$ cat config.mk
export PLATFORM = sky130hd
export DESIGN_NAME = rlwe_out_axi_wr_master
export DESIGN_NICKNAME = d
export VERILOG_FILES = /design/src/rtl/rlwe_out_axi_wr_master_pkg.sv /design/src/rtl/rlwe_out_axi_wr_master_skid_buf.sv /design/src/rtl/rlwe_out_axi_wr_master.sv
export SDC_FILE = /design/constraint.sdc
export NUM_CORES = 2
export LEC_CHECK = 0
export BUFFER_PORTS_ARGS = -buffer_cell sky130_fd_sc_hd__buf_2
export CORE_AREA = 2 2 504 506
export CTS_CLUSTER_SIZE = 12
export DETAILED_ROUTE_END_ITERATION = 7
export DIE_AREA = 0 0 506 508
export PLACE_DENSITY_LB_ADDON = 0.1
export SLEW_MARGIN = 20
export SYNTH_ARGS = -nofsm -noshare
export SYNTH_HDL_FRONTEND = slang
export SYNTH_SLANG_ARGS = --single-unit
$ cat constraint.sdc
create_clock -name clk -period 48.7 [get_ports clk]
set_input_delay 2.435 -clock clk [delete_from_list [all_inputs] [get_ports clk]]
set_output_delay 2.435 -clock clk [all_outputs]
set_load 0.01 [all_outputs]
$ cat src/rtl/rlwe_out_axi_wr_master_pkg.sv
// Shared types and AXI constants for the RLWE output-FIFO AXI4 write master.
// Enumerates the FSM states and the 4 KB page-beat limit.
package rlwe_out_axi_wr_master_pkg;

  localparam logic [1:0] AXI_BURST_INCR = 2'b01;
  localparam logic [1:0] AXI_RESP_OKAY  = 2'b00;
  localparam logic [2:0] AXI_SIZE_64B   = 3'd6;

  // 64-byte beats in one 4 KB page
  localparam logic [6:0] PAGE_BEATS = 7'd64;

  typedef enum logic [2:0] {
    IDLE,
    WAIT_FIFO,
    AW,
    W,
    B,
    FINISH
  } rlwe_wr_state_e;

endpackage

$ cat src/rtl/rlwe_out_axi_wr_master_skid_buf.sv
// Two-entry buffer between the 1-cycle-latency FIFO read port and the W channel.
// credit tells the reader a new read still fits once it lands next cycle.
module rlwe_wr_skid_buf #(
  parameter int DW = 512
) (
  input  logic          clk,
  input  logic          rst,
  input  logic          issue,
  input  logic [DW-1:0] in_data,
  input  logic          out_ready,
  output logic          out_valid,
  output logic [DW-1:0] out_data,
  output logic          credit
);

  logic          inflight;
  logic [1:0]    count;
  logic [DW-1:0] e0;
  logic [DW-1:0] e1;
  logic          push;
  logic          pop;

  assign push      = inflight;
  assign out_valid = (count != 2'd0);
  assign out_data  = e0;
  assign pop       = out_valid && out_ready;

  // occupancy + in-flight after this cycle's pop must leave room for one more
  assign credit = ({1'b0, count} + {2'b00, inflight})
                  <= (3'd1 + {2'b00, pop});

  always_ff @(posedge clk or posedge rst) begin
    if (rst) begin
      inflight <= 1'b0;
      count    <= 2'd0;
      e0       <= '0;
      e1       <= '0;
    end else begin
      inflight <= issue;
      count    <= count + {1'b0, push} - {1'b0, pop};
      if (push && pop) begin
        if (count == 2'd1) begin
          e0 <= in_data;
        end else begin
          e0 <= e1;
          e1 <= in_data;
        end
      end else if (push) begin
        if (count == 2'd0) e0 <= in_data;
        else               e1 <= in_data;
      end else if (pop) begin
        e0 <= e1;
      end
    end
  end

endmodule

$ cat src/rtl/rlwe_out_axi_wr_master.sv
// AXI4 write master draining one RLWE output line buffer into DDR.
// Optional perf counters are built when RLWE_OUT_WR_PERF_EN is defined.
module rlwe_out_axi_wr_master
  import rlwe_out_axi_wr_master_pkg::*;
#(
  parameter int AXI_DATA_WIDTH  = 512,
  parameter int AXI_ADDR_WIDTH  = 64,
  parameter int AXI_ID_WIDTH    = 16,
  parameter int LINE_ADDR_WIDTH = 9,
  parameter int MAX_BURST       = 16
) (
  input  logic                        clk,
  input  logic                        rst,
`ifdef RLWE_OUT_WR_PERF_EN
  output logic [31:0]                 perf_busy_cycles,
  output logic [31:0]                 perf_wstall_cycles,
`endif
  input  logic                        start,
  input  logic [AXI_ADDR_WIDTH-1:0]   base_addr,
  input  logic [LINE_ADDR_WIDTH:0]    num_lines,
  output logic                        busy,
  output logic                        done,
  output logic                        err,
  input  logic                        fifo_empty,
  output logic [LINE_ADDR_WIDTH-1:0]  fifo_rd_addr,
  output logic                        fifo_rd_en,
  input  logic [AXI_DATA_WIDTH-1:0]   fifo_rd_data,
  output logic                        fifo_rd_finish,
  output logic [AXI_ID_WIDTH-1:0]     awid,
  output logic [AXI_ADDR_WIDTH-1:0]   awaddr,
  output logic [7:0]                  awlen,
  output logic [2:0]                  awsize,
  output logic [1:0]                  awburst,
  output logic                        awvalid,
  input  logic                        awready,
  output logic [AXI_DATA_WIDTH-1:0]   wdata,
  output logic [AXI_DATA_WIDTH/8-1:0] wstrb,
  output logic                        wlast,
  output logic                        wvalid,
  input  logic                        wready,
  input  logic [AXI_ID_WIDTH-1:0]     bid,
  input  logic [1:0]                  bresp,
  input  logic                        bvalid,
  output logic                        bready
);

  localparam int LW = LINE_ADDR_WIDTH + 1;

  rlwe_wr_state_e state;
  rlwe_wr_state_e state_nx;

  logic [AXI_ADDR_WIDTH-1:0]  cur_addr;
  logic [LW-1:0]              remaining;
  logic [LW-1:0]              len;
  logic [LW-1:0]              page_left;
  logic [LW-1:0]              fetch_cnt;
  logic [LW-1:0]              beat_cnt;
  logic [LINE_ADDR_WIDTH-1:0] rd_addr;
  logic                       zero_cmd;
  logic                       start_ok;
  logic                       rd_en;
  logic                       w_hs;
  logic                       b_hs;
  logic                       last_beat;
  logic                       sk_valid;
  logic                       sk_ready;
  logic                       sk_credit;
  logic [AXI_DATA_WIDTH-1:0]  sk_data;
  logic                       unused_bid;

  assign unused_bid = ^bid;

  assign page_left = LW'(PAGE_BEATS - {1'b0, cur_addr[11:6]});

  // burst length: capped by MAX_BURST, lines left, and the 4 KB page
  always_comb begin
    len = LW'(MAX_BURST);
    if (remaining < len) len = remaining;
    if (page_left < len) len = page_left;
  end

  assign start_ok  = start && (state == IDLE);
  assign last_beat = (beat_cnt == len - LW'(1));
  assign sk_ready  = (state == W) && wready;
  assign wvalid    = (state == W) && sk_valid;
  assign w_hs      = wvalid && wready;
  assign b_hs      = bvalid && bready;
  assign rd_en     = ((state == AW) || (state == W))
                     && (fetch_cnt < len) && sk_credit;

  always_ff @(posedge clk or posedge rst) begin
    if (rst) state <= IDLE;
    else     state <= state_nx;
  end

  always_comb begin
    state_nx       = state;
    busy           = 1'b0;
    done           = 1'b0;
    fifo_rd_finish = 1'b0;
    awvalid        = 1'b0;
    bready         = 1'b0;
    unique case (state)
      IDLE: begin
        if (start) begin
          state_nx = (num_lines == '0) ? FINISH : WAIT_FIFO;
        end
      end
      WAIT_FIFO: begin
        busy = 1'b1;
        if (!fifo_empty) state_nx = AW;
      end
      AW: begin
        busy    = 1'b1;
        awvalid = 1'b1;
        if (awready) state_nx = W;
      end
      W: begin
        busy = 1'b1;
        if (w_hs && last_beat) state_nx = B;
      end
      B: begin
        busy   = 1'b1;
        bready = 1'b1;
        if (bvalid) begin
          state_nx = (remaining == len) ? FINISH : AW;
        end
      end
      FINISH: begin
        done           = 1'b1;
        fifo_rd_finish = !zero_cmd;
        state_nx       = IDLE;
      end
      default: state_nx = IDLE;
    endcase
  end

  always_ff @(posedge clk or posedge rst) begin
    if (rst) begin
      cur_addr  <= '0;
      remaining <= '0;
      fetch_cnt <= '0;
      beat_cnt  <= '0;
      rd_addr   <= '0;
      err       <= 1'b0;
      zero_cmd  <= 1'b0;
    end else begin
      if (start_ok) begin
        cur_addr  <= base_addr;
        remaining <= num_lines;
        fetch_cnt <= '0;
        beat_cnt  <= '0;
        rd_addr   <= '0;
        err       <= 1'b0;
        zero_cmd  <= (num_lines == '0);
      end
      if (rd_en) begin
        rd_addr   <= rd_addr + LINE_ADDR_WIDTH'(1);
        fetch_cnt <= fetch_cnt + LW'(1);
      end
      if (w_hs) beat_cnt <= beat_cnt + LW'(1);
      if (b_hs) begin
        if (bresp != AXI_RESP_OKAY) err <= 1'b1;
        cur_addr  <= cur_addr + (AXI_ADDR_WIDTH'(len) << 6);
        remaining <= remaining - len;
        fetch_cnt <= '0;
        beat_cnt  <= '0;
      end
    end
  end

  rlwe_wr_skid_buf #(
    .DW (AXI_DATA_WIDTH)
  ) u_skid (
    .clk       (clk),
    .rst       (rst),
    .issue     (rd_en),
    .in_data   (fifo_rd_data),
    .out_ready (sk_ready),
    .out_valid (sk_valid),
    .out_data  (sk_data),
    .credit    (sk_credit)
  );

  assign fifo_rd_en   = rd_en;
  assign fifo_rd_addr = rd_addr;

  // channel fields read as zero whenever their valid is low
  assign awid    = '0;
  assign awaddr  = awvalid ? cur_addr : '0;
  assign awlen   = awvalid ? 8'(len - LW'(1)) : 8'd0;
  assign awsize  = awvalid ? AXI_SIZE_64B : 3'd0;
  assign awburst = awvalid ? AXI_BURST_INCR : 2'd0;
  assign wdata   = wvalid ? sk_data : '0;
  assign wstrb   = wvalid ? '1 : '0;
  assign wlast   = wvalid && last_beat;

`ifdef RLWE_OUT_WR_PERF_EN
  always_ff @(posedge clk or posedge rst) begin
    if (rst) begin
      perf_busy_cycles   <= '0;
      perf_wstall_cycles <= '0;
    end else if (start_ok) begin
      perf_busy_cycles   <= '0;
      perf_wstall_cycles <= '0;
    end else begin
      if (busy && !(&perf_busy_cycles)) begin
        perf_busy_cycles <= perf_busy_cycles + 32'd1;
      end
      if (wvalid && !wready && !(&perf_wstall_cycles)) begin
        perf_wstall_cycles <= perf_wstall_cycles + 32'd1;
      end
    end
  end
`endif

endmodule

==> flow_metrics.env <==
export IMPL_area_growth_pct=26.3
export IMPL_synth_cells=5076
export IMPL_yosysMostFrequentCell="dfrtp_1"
export IMPL_wl_per_cell_um=21.7
export IMPL_grt_setup_unrepaired="no"
export IMPL_worst_slack_ns=39.99
export IMPL_max_slew_worst_pin_slew_ns=1.12
export IMPL_drc=0
export IMPL_numCtsBuffers=151
export IMPL_cp_top_family="simple AND/OR/NAND/NOR gates"
export IMPL_crit_path_start_kind="register"
export IMPL_core_area_um2=252000
export IMPL_grt_pass1_vias=41700
export IMPL_cts_tree="done"
export IMPL_fp_row_count=185
export IMPL_ant_nets=0
export IMPL_port_buffers=1263
export IMPL_ir_drop_mv=0.0459
export IMPL_finalWirelength_um=210000
export IMPL_cpPeakStageDelay_ns=0.66
export IMPL_die_width_um=506
export IMPL_synth_area_um2=54700
export IMPL_htreeDepth=4
export IMPL_setup_tns_ns=0
export IMPL_post_cts_setup_buffers=0
export IMPL_num_vias=41500
export IMPL_regToRegSetupSlack_ns=41.36
export IMPL_report_final_slew_viol_count=0
export IMPL_die_y_um=508
export IMPL_grt_max_degree=226
export IMPL_ys_ff_latch=1135
export IMPL_io_pins=1298
export IMPL_grt_usage=0.159
export IMPL_ys_seq_area_frac=0.519
export IMPL_drive_gt1_frac=0.336
export IMPL_layout_nets=6802
export IMPL_critPathKind="register to output port"
export IMPL_drt_initial_drc_count=1767
export IMPL_hold_viol=0
export IMPL_hp_class="register to register"
export IMPL_synthTopCellsByArea="dfrtp_1 (52%), mux2_2 (11%), mux2i_1 (9.5%)"
export IMPL_firstDrtPassIters=5
export IMPL_clkTransAtPathRegs_ns=0.06
export IMPL_clockRootBuffer="clkbuf_16"
export IMPL_dpl_hpwl_um=147000
export IMPL_power_density_nw_per_um2=74.8
export IMPL_fill_cells=26900
export IMPL_slew_headroom=0.254
export IMPL_clock_latency_ns=0.81
export IMPL_start_util=0.217
export IMPL_worst_path_buf_inv=3
export IMPL_ys_flop_type="dfrtp_1"
export IMPL_cp_end_kind="output port"
export IMPL_clock_path_buffers=3
export IMPL_antenna_found_initial=193
export IMPL_reg2reg_from="state[1]$_DFFE_PP0P_"
export IMPL_fmax_mhz=115
export IMPL_gp_congestion=0.799
export IMPL_path_cells="inv_1, ha_1, nor3b_4, nor3b_2, ha_1, and2_1, nor2_1, buf_4, nand2_1, ha_1, a21o_1, a21o_1, a2111oi_0, o311ai_2, nor2_4, buf_2"
export IMPL_yosys_warnings=0
export IMPL_grt_pass1_wl_um=304000
export IMPL_crit_path_frequent_cell="ha_1"
export IMPL_min_delay_start="u_skid.out_data[144]$_DFFE_PP0P_"
export IMPL_status="complete, no violations"
export IMPL_critPathArrivalTime_ns=6.27
export IMPL_synth_common_cells="dfrtp_1 (1135), nand2_1 (661), and2_1 (579), o21ai_0 (560), mux2i_1 (522)"
export IMPL_leakagePower_nw=32.6
export IMPL_cts_sinks=1135
export IMPL_cts_resized_gates=0
export IMPL_synth_largest_area_cell="dfrtp_1"
export IMPL_synth_cell_type_count=86
export IMPL_cp_required_ns=46.26
export IMPL_fin_skew_ns=0.0571
export IMPL_synth_top_area_frac=0.519
export IMPL_die_area_um2=257000
export IMPL_async_flop_share=1.00
export IMPL_syn_area_per_cell_um2=10.8
export IMPL_p_total_mw=5.17
export IMPL_dp_slack_ns=40.29
export IMPL_viasPerCell=4.30
export IMPL_cts_hold_buf=0
export IMPL_grt_ovfl_total=0
export IMPL_setup_viol=0
export IMPL_fin_crit_ns=8.71
export IMPL_worstPathMaxFanout=21
export IMPL_timing_final_crit_share=0.179
export IMPL_cp_startpoint="cur_addr[6]$_DFFE_PP0P_"
export IMPL_cp_slowest_cell="nor3b_2"
export IMPL_maxCapViolCount=0
export IMPL_synth_edff_count=0
[worst reg2reg max path: stages, from the launching register on]
cell and delay [ns]:
dfrtp_1 0.46, inv_1 0.14, nor2_1 0.18, and3_4 0.67
nand2_1 0.55, inv_1 0.52, ha_1 0.41, xor2_1 0.16
o22ai_4 0.55, buf_4 0.69, buf_4 0.82, buf_4 0.92
buf_4 0.70, mux2_2 0.47
[where the power goes]
group | switching [mW] | leakage [nW] | total [mW] | internal, mW
clock | 0.472 | 2.40 | 1.13 | 0.654
combinational | 1.37 | 16.5 | 2.37 | 1.01
sequential | 0.246 | 13.7 | 1.67 | 1.42
total | 2.08 | 32.6 | 5.17 | 3.08
[metal layers]
metal  up-vias  GRT usage  part of all wire
met5         -          0            0.0041
met4       140     0.0399             0.027
met3       490     0.0710             0.095
met2      1182      0.265              0.48
met1     20100      0.184              0.40
li1      19600          -                 -
[sequential cells by signal, summed over array words and instances, names as in the netlist]
register,count
state,3
err,1
u_skid.inflight,1
remaining,10
beat_cnt,10
cur_addr,64
u_skid.out_data,512
fifo_rd_addr,9
u_skid.count,2
zero_cmd,1
u_skid.e1,512
fetch_cnt,10
[kinds of logic (layout without fill, tap and decap cells)]
family,count (synthesis),in the layout,synth area share
AO/OA/AOI/OAI,800,800,0.0835
adder cells (fa/ha/maj),45,45,0.0105
AND/OR/NAND/NOR,1555,1555,0.142
XOR/XNOR,28,28,0.00448
buffers and inverters,472,1636,0.0386
flip-flops,1135,1135,0.519
multiplexers,1039,1039,0.202
other,2,59,0.000137
[cell type report]
cell class              instances  area, µm²  area share
clock buffers                 234       4410      0.0638
inverters                      39        154     0.00223
diodes                         31       77.6     0.00112
repair buffers               1326       6950       0.101
multi-input cells            3495      24400       0.352
flip-flops and latches       1135      28400       0.411
clock inverters                37        552     0.00798
well taps                    3366       4210      0.0609
[placed cells by master (no fill, tap or decap), drive strengths merged, types with 13 or more instances in the layout]
master	n
or2	13
dfrtp	1135
clkinv	25
and3	42
mux2i	522
o22ai	18
buf	1326
and2	579
nor2	112
diode	31
mux2	517
clkbuf	234
o21ai	569
nand2	661
inv	43
a21oi	51
nor3	28
xor2	14
nand3	57
a211oi	25
conb	28
a31oi	28
ha	41
xnor2	14
[worst paths after layout]
check	endpoint	cells past startpoint
worst max register to register	u_skid.e1[20]$_DFFE_PP0P_	13
worst min register to register	u_skid.out_data[144]$_DFFE_PP0P_	2
max in group asynchronous	u_skid.out_data[164]$_DFFE_PP0P_	6
min in group asynchronous	u_skid.out_data[265]$_DFFE_PP0P_	2
worst min-delay path	u_skid.out_data[144]$_DFFE_PP0P_	2
worst max-delay path	fifo_rd_en	16
[per-stage QoR]
step	util	hold slack [ns]	cells	cell area (µm²)
finish	0.274	0.465	9663	69100
global route	0.274	0.480	9645	69100
CTS	0.273	0.469	9629	68900
detailed placement	0.254	0.454	9358	64000
global placement	0.254	0.453	9358	64000
floorplan	-	0.437	5102	54800
Note: power is estimated with default switching activity, not from simulation.
